File: src/rtl/password_pkg.sv
// Shared definitions for the password-entry sequencer and the display stage
// that decodes its 4-bit state code.
package password_pkg;

    // State codes as seen by the display stage.
    localparam logic [3:0] ST_IDLE    = 4'd0;
    localparam logic [3:0] ST_DIGIT_2 = 4'd1;
    localparam logic [3:0] ST_DIGIT_3 = 4'd2;
    localparam logic [3:0] ST_DIGIT_4 = 4'd3;
    localparam logic [3:0] ST_DONE    = 4'd4;
    localparam logic [3:0] ST_ERROR   = 4'd5;

    // FSM state type; encodings equal the display codes so the register
    // can drive the display output directly.
    typedef enum logic [3:0] {
        FSM_IDLE    = ST_IDLE,
        FSM_DIGIT_2 = ST_DIGIT_2,
        FSM_DIGIT_3 = ST_DIGIT_3,
        FSM_DIGIT_4 = ST_DIGIT_4,
        FSM_DONE    = ST_DONE,
        FSM_ERROR   = ST_ERROR
    } fsm_state_e;

    // Select one password nibble; idx 3 is the first digit entered.
    function automatic logic [3:0] pw_nibble(input logic [15:0] pw, input logic [1:0] idx);
        return pw[{idx, 2'b00} +: 4];
    endfunction

endpackage

File: src/rtl/password_fsm_if.sv
// Signal bundle between the keypad/switch side and the password sequencer.
// Handshake: none. enter_btn and digit_in are raw asynchronous levels; the
// sequencer conditions them itself. enter_pulse is a one-cycle strobe per
// accepted press and state is a registered level, both synchronous to clk.
interface password_fsm_if;
    logic [3:0] digit_in;
    logic       enter_btn;
    logic [3:0] state;
    logic       enter_pulse;

    modport master (
        output digit_in,
        output enter_btn,
        input  state,
        input  enter_pulse
    );

    modport slave (
        input  digit_in,
        input  enter_btn,
        output state,
        output enter_pulse
    );
endinterface

File: src/rtl/key_debounce.sv
// Button conditioning: 2-FF synchronizer, level debouncer and rising-edge
// strobe. The strobe appears the cycle after the debounced level rises.
module key_debounce #(
    parameter int DEB_CYCLES = 500000
) (
    input  logic clk,
    input  logic rst,
    input  logic btn_raw_i,
    output logic pulse_o,
    output logic pulse_next_o
);

    localparam int CW = (DEB_CYCLES > 1) ? $clog2(DEB_CYCLES + 1) : 1;
    localparam logic [CW-1:0] CNT_LAST = CW'(DEB_CYCLES - 1);

    logic          sync1_q;
    logic          sync2_q;
    logic          level_q;
    logic          level_d;
    logic          level_prev_q;
    logic [CW-1:0] cnt_q;
    logic [CW-1:0] cnt_d;
    logic          pulse_q;
    logic          pulse_d;

    // Count consecutive samples that disagree with the debounced level; flip
    // the level once DEB_CYCLES of them have been seen. Any agreeing sample
    // restarts the count, so short bounces never get through.
    always_comb begin
        level_d = level_q;
        cnt_d   = '0;
        if (sync2_q != level_q) begin
            if (cnt_q >= CNT_LAST) begin
                level_d = sync2_q;
                cnt_d   = '0;
            end else begin
                cnt_d = cnt_q + CW'(1);
            end
        end
        pulse_d = level_q & ~level_prev_q;
    end

    // Synchronizer, debounce state and edge strobe registers.
    always_ff @(posedge clk or posedge rst) begin
        if (rst) begin
            sync1_q      <= 1'b0;
            sync2_q      <= 1'b0;
            level_q      <= 1'b0;
            level_prev_q <= 1'b0;
            cnt_q        <= '0;
            pulse_q      <= 1'b0;
        end else begin
            sync1_q      <= btn_raw_i;
            sync2_q      <= sync1_q;
            level_q      <= level_d;
            level_prev_q <= level_q;
            cnt_q        <= cnt_d;
            pulse_q      <= pulse_d;
        end
    end

    assign pulse_o      = pulse_q;
    // High in the cycle before pulse_o; lets the parent capture data in step
    // with the strobe.
    assign pulse_next_o = pulse_d;

endmodule

File: src/rtl/password_fsm.sv
// Password-entry sequencer: conditions the enter button and digit switches,
// walks through the four password digits and reports progress as a 4-bit
// state code for the display stage.
module password_fsm
    import password_pkg::*;
#(
    parameter logic [15:0] PASSWORD   = 16'h2013,
    parameter int          DEB_CYCLES = 500000,
    parameter int          ERR_HOLD   = 50000000
) (
    input  logic          clk,
    input  logic          rst,
    password_fsm_if.slave bus
);

    localparam int TW = (ERR_HOLD > 1) ? $clog2(ERR_HOLD + 1) : 1;
    localparam logic [TW-1:0] ERR_LAST = TW'(ERR_HOLD - 1);

    logic          pulse;
    logic          pulse_next;
    logic [3:0]    dsync1_q;
    logic [3:0]    dsync2_q;
    logic [3:0]    digit_q;
    fsm_state_e    state_q;
    fsm_state_e    state_d;
    logic [TW-1:0] timer_q;
    logic [TW-1:0] timer_d;

    key_debounce #(
        .DEB_CYCLES(DEB_CYCLES)
    ) u_key_debounce (
        .clk         (clk),
        .rst         (rst),
        .btn_raw_i   (bus.enter_btn),
        .pulse_o     (pulse),
        .pulse_next_o(pulse_next)
    );

    // Synchronize the switch digit and latch it as the strobe is raised, so
    // only its value at press acceptance matters.
    always_ff @(posedge clk or posedge rst) begin
        if (rst) begin
            dsync1_q <= 4'd0;
            dsync2_q <= 4'd0;
            digit_q  <= 4'd0;
        end else begin
            dsync1_q <= bus.digit_in;
            dsync2_q <= dsync1_q;
            if (pulse_next) begin
                digit_q <= dsync2_q;
            end
        end
    end

    // Next state: advance on each accepted press while digits match; ERROR
    // ignores presses and leaves only through its hold timer.
    always_comb begin
        state_d = state_q;
        timer_d = '0;
        case (state_q)
            FSM_IDLE: begin
                if (pulse) begin
                    state_d = (digit_q == pw_nibble(PASSWORD, 2'd3)) ? FSM_DIGIT_2 : FSM_ERROR;
                end
            end
            FSM_DIGIT_2: begin
                if (pulse) begin
                    state_d = (digit_q == pw_nibble(PASSWORD, 2'd2)) ? FSM_DIGIT_3 : FSM_ERROR;
                end
            end
            FSM_DIGIT_3: begin
                if (pulse) begin
                    state_d = (digit_q == pw_nibble(PASSWORD, 2'd1)) ? FSM_DIGIT_4 : FSM_ERROR;
                end
            end
            FSM_DIGIT_4: begin
                if (pulse) begin
                    state_d = (digit_q == pw_nibble(PASSWORD, 2'd0)) ? FSM_DONE : FSM_ERROR;
                end
            end
            FSM_DONE: begin
                if (pulse) begin
                    state_d = FSM_IDLE;
                end
            end
            FSM_ERROR: begin
                if (timer_q >= ERR_LAST) begin
                    state_d = FSM_IDLE;
                    timer_d = '0;
                end else begin
                    timer_d = timer_q + TW'(1);
                end
            end
            default: begin
                state_d = FSM_IDLE;
            end
        endcase
    end

    // State and error-timer registers.
    always_ff @(posedge clk or posedge rst) begin
        if (rst) begin
            state_q <= FSM_IDLE;
            timer_q <= '0;
        end else begin
            state_q <= state_d;
            timer_q <= timer_d;
        end
    end

    assign bus.state       = state_q;
    assign bus.enter_pulse = pulse;

endmodule

File: src/flat_wrapper.sv
// flat-port wrapper written by rule: the top's interface ports become plain ports
module password_fsm_flat import password_pkg::*;
#(
    parameter logic [15:0] PASSWORD   = 16'h2013,
    parameter int          DEB_CYCLES = 500000,
    parameter int          ERR_HOLD   = 50000000
)
  (clk, rst, bus_digit_in, bus_enter_btn, bus_state, bus_enter_pulse);
  password_fsm_if bus_i ();
  input  logic clk;
  input  logic rst;
  input wire logic [$bits(bus_i.digit_in)-1:0] bus_digit_in;
  input wire logic [$bits(bus_i.enter_btn)-1:0] bus_enter_btn;
  output wire logic [$bits(bus_i.state)-1:0] bus_state;
  output wire logic [$bits(bus_i.enter_pulse)-1:0] bus_enter_pulse;
  assign bus_i.digit_in = bus_digit_in;
  assign bus_i.enter_btn = bus_enter_btn;
  assign bus_state = bus_i.state;
  assign bus_enter_pulse = bus_i.enter_pulse;
  password_fsm #(.PASSWORD(PASSWORD), .DEB_CYCLES(DEB_CYCLES), .ERR_HOLD(ERR_HOLD)) u_core (.clk(clk), .rst(rst), .bus(bus_i));
endmodule
File: config.mk
export PLATFORM = sky130hd
export DESIGN_NAME = password_fsm_flat
export DESIGN_NICKNAME = d
export VERILOG_FILES = /design/src/rtl/password_pkg.sv /design/src/rtl/password_fsm_if.sv /design/src/rtl/key_debounce.sv /design/src/rtl/password_fsm.sv /design/src/flat_wrapper.sv
export SDC_FILE = /design/constraint.sdc
export NUM_CORES = 1
export LEC_CHECK = 0
export ABC_AREA = 1
export CAP_MARGIN = 40
export CORE_MARGIN = 2
export CORE_UTILIZATION = 34
export DETAILED_ROUTE_END_ITERATION = 8
export HOLD_SLACK_MARGIN = 0.08
export PLACE_DENSITY = 0.6
export SLEW_MARGIN = 5
export SYNTH_ARGS = -nofsm -noshare
export SYNTH_HDL_FRONTEND = slang
export SYNTH_SLANG_ARGS = --single-unit
File: constraint.sdc
create_clock -name clk -period 3.8 [get_ports clk]
set_input_delay 0.95 -clock clk [delete_from_list [all_inputs] [get_ports clk]]
set_output_delay 0.95 -clock clk [all_outputs]
set_load 0.03 [all_outputs]
Word level (Yosys, flattened, before mapping)
Cells that the tools add are included.
{"block": "classes", "eq_ne": 15, "magnitude_cmp": 2, "muxes": 15, "n_addsub": 2, "reduce_logical": 4, "bitwise_logic": 2}
{"op": "26-bit two-way mux", "n": 2}
{"op": "19-bit two-way mux", "n": 2}
{"op": "26-bit by 1-bit adder with 26-bit output (second input constant)", "n": 1}
{"op": "26-bit greater-or-equal comparator (second input constant)", "n": 1}
{"op": "4-bit two-way mux", "n": 6}
{"op": "4-bit one-hot mux with 6 select lines", "n": 1}
{"op": "19-bit by 1-bit adder with 19-bit output (second input constant)", "n": 1}
{"op": "19-bit greater-or-equal comparator (second input constant)", "n": 1}
{"op": "4-bit by 2-bit == test with 1-bit output (second input constant)", "n": 4}
{"op": "2-bit != test (second input constant)", "n": 5}
{"op": "3-bit two-way mux", "n": 3}
{"op": "4-bit by 1-bit == test with 1-bit output (second input constant)", "n": 2}
{"op": "4-bit by 3-bit == test with 1-bit output (second input constant)", "n": 2}
{"op": "4-bit logical NOT", "n": 2}
{"op": "6-bit AND reduction", "n": 1}
{"op": "2-bit by 1-bit != test with 1-bit output (second input constant)", "n": 1}
{"op": "2-bit AND reduction", "n": 1}
{"op": "1-bit bitwise AND", "n": 1}
{"op": "1-bit two-way mux", "n": 1}
{"op": "1-bit != test", "n": 1}
{"op": "1-bit NOT", "n": 1}
{"block": "word_totals", "word_cells": 51, "in_bits": 7, "out_inout_bits": 5, "reg_bits": 66}

Logic depth before layout (Yosys ltp)
{"block": "depth", "ltp_word": 4, "mapped_depth": 11, "mapped_depth_nobuf": 10}

By module
Synthesis repeated with hierarchy kept, for this count alone.
{"block": "hier_totals", "hier_cells": 442, "area_unflattened_um2": 3514.6}
{"mod": "password_fsm", "cells_per_inst": 278, "seq_area_each_um2": 1026.0, "instances": 1, "area_per_inst_um2": 2188.3}
{"mod": "key_debounce", "cells_per_inst": 164, "seq_area_each_um2": 600.6, "instances": 1, "area_per_inst_um2": 1326.3}

Worst setup path before layout
Ideal clock, no wire load.
{"block": "synth_timing", "kind": "register to register", "start": "reg u_core.u_key_debounce.cnt_q[0]", "end": "reg u_core.u_key_debounce.cnt_q[11]", "path_stages_with_launch": 12, "setup_ns": 0.071, "setup_slack_ns": 2.199, "path_buffers": 1, "required_ns": 3.729, "arrival_ns": 1.530, "cell_sequence": "dfrtp_1 -> ha_1 -> nand3_1 -> inv_1 -> nand2_1 -> nand2_1 -> o21ai_1 -> nand2_1 -> nand2_2 -> nand2_4 -> buf_6 -> nor2_1"}
{"block": "synth_between", "elab_chain_cells": 3}
{"element": "start: declaration", "line_no": "key_debounce.sv:21", "text": "logic [CW-1:0] cnt_q;"}
{"element": "start signal: assignment", "line_no": "key_debounce.sv:57", "text": "cnt_q <= cnt_d;"}
{"element": "19-bit by 1-bit adder with 19-bit output / 19-bit greater-or-equal comparator (equally long branches)", "line_no": "key_debounce.sv:37, key_debounce.sv:33"}
{"element": "19-bit two-way mux (*)", "line_no": "key_debounce.sv:33", "text": "if (cnt_q >= CNT_LAST) begin"}
{"element": "19-bit two-way mux (*)", "line_no": "key_debounce.sv:32", "text": "if (sync2_q != level_q) begin"}
{"element": "named net u_core.u_key_debounce.cnt_d[11]", "line_no": "key_debounce.sv:22", "text": "logic [CW-1:0] cnt_d;"}
Mark *: on every way through the listed nets, which the timed path passes. The rest lies on a longest branch.
A chain may end at the register's enable or synchronous reset.

Final worst setup path
{"block": "layout_timing", "start": "reg u_core.state_q[1], in the netlist u_core.bus.state[1]", "end": "out bus_state[1]"}
{"element": "start: declaration", "line_no": "password_fsm.sv:24", "text": "fsm_state_e state_q;"}
{"element": "start signal: assignment", "line_no": "password_fsm.sv:106", "text": "state_q <= state_d;"}
{"element": "end: declaration", "line_no": "flat_wrapper.sv:14", "text": "output wire logic [$bits(bus_i.state)-1:0] bus_state;"}
No word-level cell between the ends.

==> PnR_summary.wiki <==
{| class="wikitable"
! Metric !! Value
|-
| Outcome || finished, final reports clean
|-
| Max capacitance violation total || 0
|-
| Launching point of the worst reg2reg path || u_core.timer_q[0]
|-
| Largest stage delay on the critical path || 700 ps
|-
| Delay-heaviest family, CP || buffers and inverters
|-
| Total of warnings raised by yosys || 0
|-
| Number of synthesized register bits || 65
|-
| Type of destination of the critical path || primary output
|-
| Fin Hold WS || about 350 ps
|-
| Boundary Pins || 12
|-
| Switching part of the total || roughly a quarter
|-
| R2R Path End || u_core.bus.state[0]
|-
| Antenna-violating nets left || 0
|-
| Clk network pwr share || 45.0%
|-
| Peak supply drop || 0.227 mV
|-
| Die area || between 0.01 and 0.015 mm2
|-
| TritonCTS clock tree || done
|-
| Combined area of the multi-input logic cells || around 0.0015 mm2
|-
| Final-report setup violation count || 0
|-
| Netlist area before placement || 0.00334 mm2
|-
| GRT Util Overall || a little over an eighth
|-
| Num Clock Sinks || 65
|-
| Number of inserted filler cells in the final layout || approximately 1.1k
|-
| Number of DRC markers after the initial detailed-route iteration || approximately 70
|-
| Total clock buffers created by CTS || 9
|-
| Clock network latency to the later pin of the worst-skew pair || roughly 340 ps
|-
| Avg Cell Area, Syn || approximately 8.1 um2
|-
| Maximum frequency from static timing analysis || approximately 410 MHz
|-
| Required time of the critical path || roughly 2900 ps
|-
| Largest family of logic cells by synthesized area || simple AND/OR/NAND/NOR gates
|-
| Portion of total power attributed to sequential cells || 52.6%
|-
| Minimum setup slack among reg-to-reg paths || 1640 ps
|-
| Post-synthesis share of cell area spent on full adders, half adders and majority gates || less than 1%
|-
| Cell at the root of the clock tree || clkbuf_8
|-
| Initial cell density of the core || about 35%
|-
| Number of iterations in the first detailed-routing pass || 4
|-
| Chip Width || just over 100 um
|-
| Type of the tightest min-delay check || reg2reg
|-
| Register area || 0.00163 mm2
|-
| Die height || between 100 and 150 um
|-
| Clock Pin Slew Worst Setup and Hold Paths || approximately 80 ps
|-
| Most frequent standard cell in the layout excluding fill and tap cells || nand2_1
|-
| First-pass GRT wire length || about 11000 um
|-
| Worst setup path class || reg2out
|-
| Number of buffers added to fix hold violations after cts || 0
|-
| Endpoint of the worst setup timing path || bus_state[1]
|-
| Basic-gate share of the synthesized area counting and, or, nand and nor cells || about 33%
|-
| CTS max path bufs || 2
|-
| Number of cell rows || 36
|-
| Setup total negative slack || 0 ps
|-
| Antenna diode instance count || 0
|-
| Cells after synthesis || between 400 and 500
|-
| Synth-to-Final Area Change || 13.2%
|-
| Fin crit share || a little under two thirds
|-
| Depth of the worst register-to-register path || 10
|-
| H-tree depth || 3
|-
| Endpoint arrival time on the critical path || 1470 ps
|-
| Buf+Inv Stages, Crit Path || 1
|-
| Number of gates on the worst path with buffers counted || 1
|-
| Largest fanout on the critical path || 5
|-
| Vias || 2567
|-
| Synthesized-area fraction occupied by xor and xnor cells || under 10%
|-
| Fin. max-slew vios || 0
|-
| WL per Instance || roughly 11 um
|-
| Synthesized net count || 421
|-
| Pin count of the biggest net entering global routing || 28
|-
| Fraction of power consumed by combinational cells || under 10%
|-
| Crit. Startpoint || u_core.bus.state[1]
|-
| Max Clock Skew || around 9 ps
|-
| Aggregate routed wire length || around 6500 um
|-
| PD cells || 354 mW/mm2
|-
| Number of antenna violations at the first check in global routing || 0
|-
| Input/output buffers || 10
|-
| DPL Wire Length || 4660 um
|-
| Fraction of final layout cells with drive strength greater than 1 || 8.49%
|-
| Placer Congestion || 0.847
|-
| Internal portion of total power || roughly 1.0 mW
|-
| Cell with the largest stage delay on the worst path || clkdlybuf4s50_1
|-
| Setup repair after global routing missed its margin || false
|-
| Final hold violations || 0
|-
| Residual DRC count || 0
|-
| Net switching power || 0.320 mW
|-
| Final nets || 440
|-
| Setup repair bufs after CTS || 0
|-
| Total gr overflow || 0
|-
| Critical path launch point type || register
|-
| Final critical-path required period || between 2000 and 2500 ps
|-
| Max-Slew Margin vs Limit || 53.5%
|-
| Post-synthesis sequential area ratio || between 40% and 50%
|-
| Transition at the pin with the smallest max-transition slack || 696 ps
|-
| Post-synthesis compound-gate area fraction || around 3%
|-
| Leak pwr || 1.63 nW
|-
| Mux contribution to synthesized area || 0%
|-
| Sequence of cells on the critical path || clkdlybuf4s50_1
|-
| Distinct cells, synth || 32
|-
| Leading cell types in the layout, fill and taps excluded || nand2_1, nor2_1, dfrtp_1
|-
| Number of gates resized after CTS || 0
|-
| Post-detailed-route via-to-cell ratio || approximately 4.5
|-
| Vias in the first global route || ~2.5k
|-
| Std-Cell Core Area || approximately 0.0096 mm2
|}
state kept, by name, summed over array words and instances, names as in the netlist:
register / cells
u_core.u_key_debounce.sync2_q: 1
u_core.u_key_debounce.cnt_q: 19
u_core.bus.state: 3
u_core.u_key_debounce.level_prev_q: 1
u_core.u_key_debounce.level_q: 1
u_core.timer_q: 26
u_core.u_key_debounce.sync1_q: 1
u_core.u_key_debounce.pulse_o: 1
u_core.dsync1_q: 4
u_core.digit_q: 4
u_core.dsync2_q: 4
power by group through the flow:
| stage | Sequential, mW | Clock [mW] | Combinational, mW |
|---|---|---|---|
| floorplan | 0.717 | 0 | 0.0215 |
| global placement | 0.717 | 0 | 0.0333 |
| detailed placement | 0.718 | 0 | 0.0336 |
| CTS | 0.704 | 0.625 | 0.0335 |
| global route | 0.705 | 0.649 | 0.0370 |
| finish | 0.704 | 0.602 | 0.0319 |
synthesized netlist by cell type, drive strengths merged:
library cell / number / area, um2
nand2: 93 / 364
nor2: 91 / 369
dfrtp: 65 / 1630
inv: 47 / 176
nand3: 30 / 165
xor2: 20 / 175
nand4: 15 / 100
nor3: 13 / 76.3
xnor2: 10 / 87.6
o21ai: 9 / 45.0
buf: 4 / 41.3
a21oi: 3 / 15.0
ha: 2 / 25.0
a21boi: 1 / 7.51
a21o: 1 / 7.51
a31o: 1 / 8.76
and3: 1 / 7.51
conb: 1 / 3.75
nand3b: 1 / 7.51
nor3b: 1 / 7.51
nor4: 1 / 6.26
o21bai: 1 / 7.51
o22ai: 1 / 6.26
worst min path at each step:
stage / end / depth (start not counted) / slack [ps] / startpoint
after global routing: u_core.dsync2_q[0] / 0 / 360 / u_core.dsync1_q[0]
final: u_core.dsync2_q[0] / 0 / 350 / u_core.dsync1_q[0]
after global placement: u_core.dsync2_q[3] / 0 / 330 / u_core.dsync1_q[3]
after floorplan: u_core.dsync2_q[0] / 0 / 330 / u_core.dsync1_q[0]
after detailed placement: u_core.u_key_debounce.sync2_q / 0 / 340 / u_core.u_key_debounce.sync1_q
after CTS: u_core.dsync2_q[0] / 0 / 350 / u_core.dsync1_q[0]
routing by layer:
metal	GRT usage [%]	wire (um)	vias up
li1	-	-	1340
met2	22.2	3100	18
met4	3.95	35	0
met5	0	0	-
met1	17.1	3190	1202
met3	2.85	133	7
cell families after synthesis:
family                     Yosys count
AOI/OAI and AO/OA                   17
and+or+nand+nor                    246
xor gates and xnor gates            30
buffers and inverters               51
DFF                                 65
adders and majority gates            2
other                                1
area by class of cell:
class | count | share of cell area [%]
multi-input cells | 296 | 39.5
clock buffers | 9 | 3.28
repair buffers | 12 | 3.05
inverters | 47 | 4.67
clock inverters | 7 | 2.05
well taps | 133 | 4.40
flip-flops and latches | 65 | 43.0
per-stage QoR:
stage                     instances  area, um2  setup slack [ps]  total power [mW]  util, %
after CTS                       569       3780              1350              1.36     39.2
after global placement          553       3580              1700             0.751     37.1
after global routing            569       3780              1300              1.39     39.2
final                           569       3780              1380              1.34     39.2
after detailed placement        553       3580              1650             0.751     37.1
after floorplan                 412       3340              1220             0.738        -
(Power assumes the default switching activity.)
==> RTL edit, RTL diff (same flow settings) <==
`PASSWORD` is set to 16'h2013 in 2 places; all go to 16'h1009.
--- a/src/rtl/password_fsm.sv
+++ b/src/rtl/password_fsm.sv
@@ -5,5 +5,5 @@
     import password_pkg::*;
 #(
-    parameter logic [15:0] PASSWORD   = 16'h2013,
+    parameter logic [15:0] PASSWORD   = 16'h1009,
     parameter int          DEB_CYCLES = 500000,
     parameter int          ERR_HOLD   = 50000000
--- a/src/flat_wrapper.sv
+++ b/src/flat_wrapper.sv
@@ -2,5 +2,5 @@
 module password_fsm_flat import password_pkg::*;
 #(
-    parameter logic [15:0] PASSWORD   = 16'h2013,
+    parameter logic [15:0] PASSWORD   = 16'h1009,
     parameter int          DEB_CYCLES = 500000,
     parameter int          ERR_HOLD   = 50000000
Function: no difference found for any inputs over 10 cycles, from zero or initial values and one cycle with rst high; that may be too few to reach the edited logic, so the function may still have changed.
==> RTL edit against the original RTL <==
Worst setup slack got worse by 0.079 ns. Count of clock-buffer cells in the layout rose by 3. Design area rose by 5.6%. Synthesized area rose by 6.1%. Power rose by 2.5%. Maximum frequency fell by 3.1%. Sequential cell count did not move. Sequential power barely moved. Wire length rose by 11%. Critical path type unchanged. Largest cell class is now multi-input combinational cells. Largest power group unchanged.
==> RTL edit: results (changes against the original RTL) <==
| Metric | Value |
|---|---|
| Most frequent cells after synthesis | nand2_1 (134), nor2_1 (116), dfrtp_1 (65) (was nand2_1 (89), nor2_1 (84), dfrtp_1 (65)) |
| Critical Path Source | u_core.bus.state[2]$_DFFE_PP0P_ (was u_core.bus.state[1]$_DFFE_PP0P_) |
| Critical path's largest stage delay | 0.72 ns (was 0.70 ns) |
| Nets@finish | 506 (was 440) |
| Sequential area share after synthesis | 45.9% (was 48.7%) |
| Hold Slack | 0.353 ns (was 0.351 ns) |
| DR pass1 iterations | 5 (was 4) |
| Via count | 2956 (was 2567) |
| Worst-path clk slew | about 0.07 ns |
| Vias in the first global route | 2934 (was 2493) |
| Fill cells | 1077 (was 1055) |
| Regs by FF count | u_core.timer_q x26, u_core.u_key_debounce.cnt_q x19 (unchanged) |
| Post-Route WL | 7.18 mm (was 6.46 mm) |
| Cell area after placement | 0.00378 mm^2 (was 0.00358 mm^2) |
| Global-route wire length before repair | 13.2 mm (was 11.1 mm) |
| Iteration-0 DRC count of the detailed router | 144 (was 72) |
| Ratio of cells with drive above 1 in the final layout | 6.19% (was 8.49%) |
| Tot GR Track Use | 14.5% (was 13.2%) |
| Mapped Nets | 488 (was 421) |
| Worst vdd ir | 0.000165 V (was 0.000227 V) |
| CTS H-tree depth | 3 (unchanged) |
| Leak | 0.00170 uW (was 0.00163 uW) |
| GP Congestion | 0.881 (was 0.847) |
| Cell family with most CP delay | buffers and inverters (unchanged) |
| Fin cells | 637 (was 569) |
| Worst setup path end | bus_state[2] (was bus_state[1]) |
| Netlist cell types | 31 (was 32) |
| Root buf cell | clkbuf_8 (unchanged) |
| Post-synthesis instance total | 479 (was 412) |
| Post-layout minimum cycle time | 2.50 ns (was 2.42 ns) |
| Largest net degree at the start of global routing | 29 (was 28) |
| RR Endpoint | u_core.timer_q[12]$_DFF_PP0_ (was u_core.bus.state[0]$_DFFE_PP0P_) |
| Pre-CTS setup slack | 1.66 ns (was 1.65 ns) |
| Postcts setup bufs | 0 (unchanged) |
| Setup Skew | 0.0126 ns (was 0.00898 ns) |
| HPWL reported at the end of detailed placement | 5.42 mm (was 4.66 mm) |
| Async S/R FF share, synth | 100% (unchanged) |
| Crit path DAT | 1.55 ns (was 1.47 ns) |
| Outcome | finished clean (unchanged) |
| Ranking of synthesized cells by area | dfrtp_1 (46%), nand2_1 (14%), nor2_1 (12%), inv_1 (5.5%), xor2_1 (3.7%) (was dfrtp_1 (49%), nand2_1 (10%), nor2_1 (9.4%), inv_1 (5.3%), xor2_1 (5.2%)) |
| Worst reg-to-reg setup slack | 1.91 ns (was 1.64 ns) |
| DP Cell Count | 622 (was 553) |
| Worst-margin pin slew | 0.545 ns (was 0.696 ns) |
| Crit-path max FO | 9 (was 5) |
RTL edit: changes by cell type in the layout (fill, tap and decap cells not counted), sizes merged, moves of 4 or more:
cell	delta
nand2	+44
nor2	+31
nand3	-8
nor3	-5
xor2	-5
inv	+4
RTL edit: per-layer routing:
metal / up-vias / wire length [um] / GRT usage, % / share of wire [%]
met4: 0 / 87 / 3.57 / 1.2
li1: 1517 / - / - / -
met5: - / 0 / 0 / 0
met3: 11 / 282 / 4.05 / 3.9
met1: 1375 / 3350 / 18.3 / 47
met2: 53 / 3460 / 24.6 / 48
RTL edit: kinds of logic (layout without fill, tap and decap cells):
| group | count (synthesis) | after routing | synth area share, % |
|---|---|---|---|
| AO/OA/AOI/OAI | 18 | 18 | 2.90 |
| flip-flops | 65 | 65 | 45.9 |
| other | 1 | 1 | 0.106 |
| buffers and inverters | 58 | 80 | 6.93 |
| adder cells (fa/ha/maj) | 2 | 2 | 0.707 |
| multiplexers | 2 | 2 | 0.636 |
| AND/OR/NAND/NOR | 310 | 310 | 37.1 |
| XOR/XNOR | 23 | 23 | 5.69 |
RTL edit: where the power goes:
part | total, uW | switching, uW | internal (uW)
clock | 635 | 252 | 383
combinational | 31.9 | 21.8 | 10.1
sequential | 704 | 4.38 | 700
total | 1370 | 278 | 1090
RTL edit: final cells by class:
class	instances	area, um^2	area share, %
repair buffers	12	115	2.88
multi-input cells	356	1670	41.8
well taps	136	170	4.26
inverters	53	199	4.99
clock buffers	12	145	3.64
flip-flops and latches	65	1630	40.8
clock inverters	3	65.1	1.63
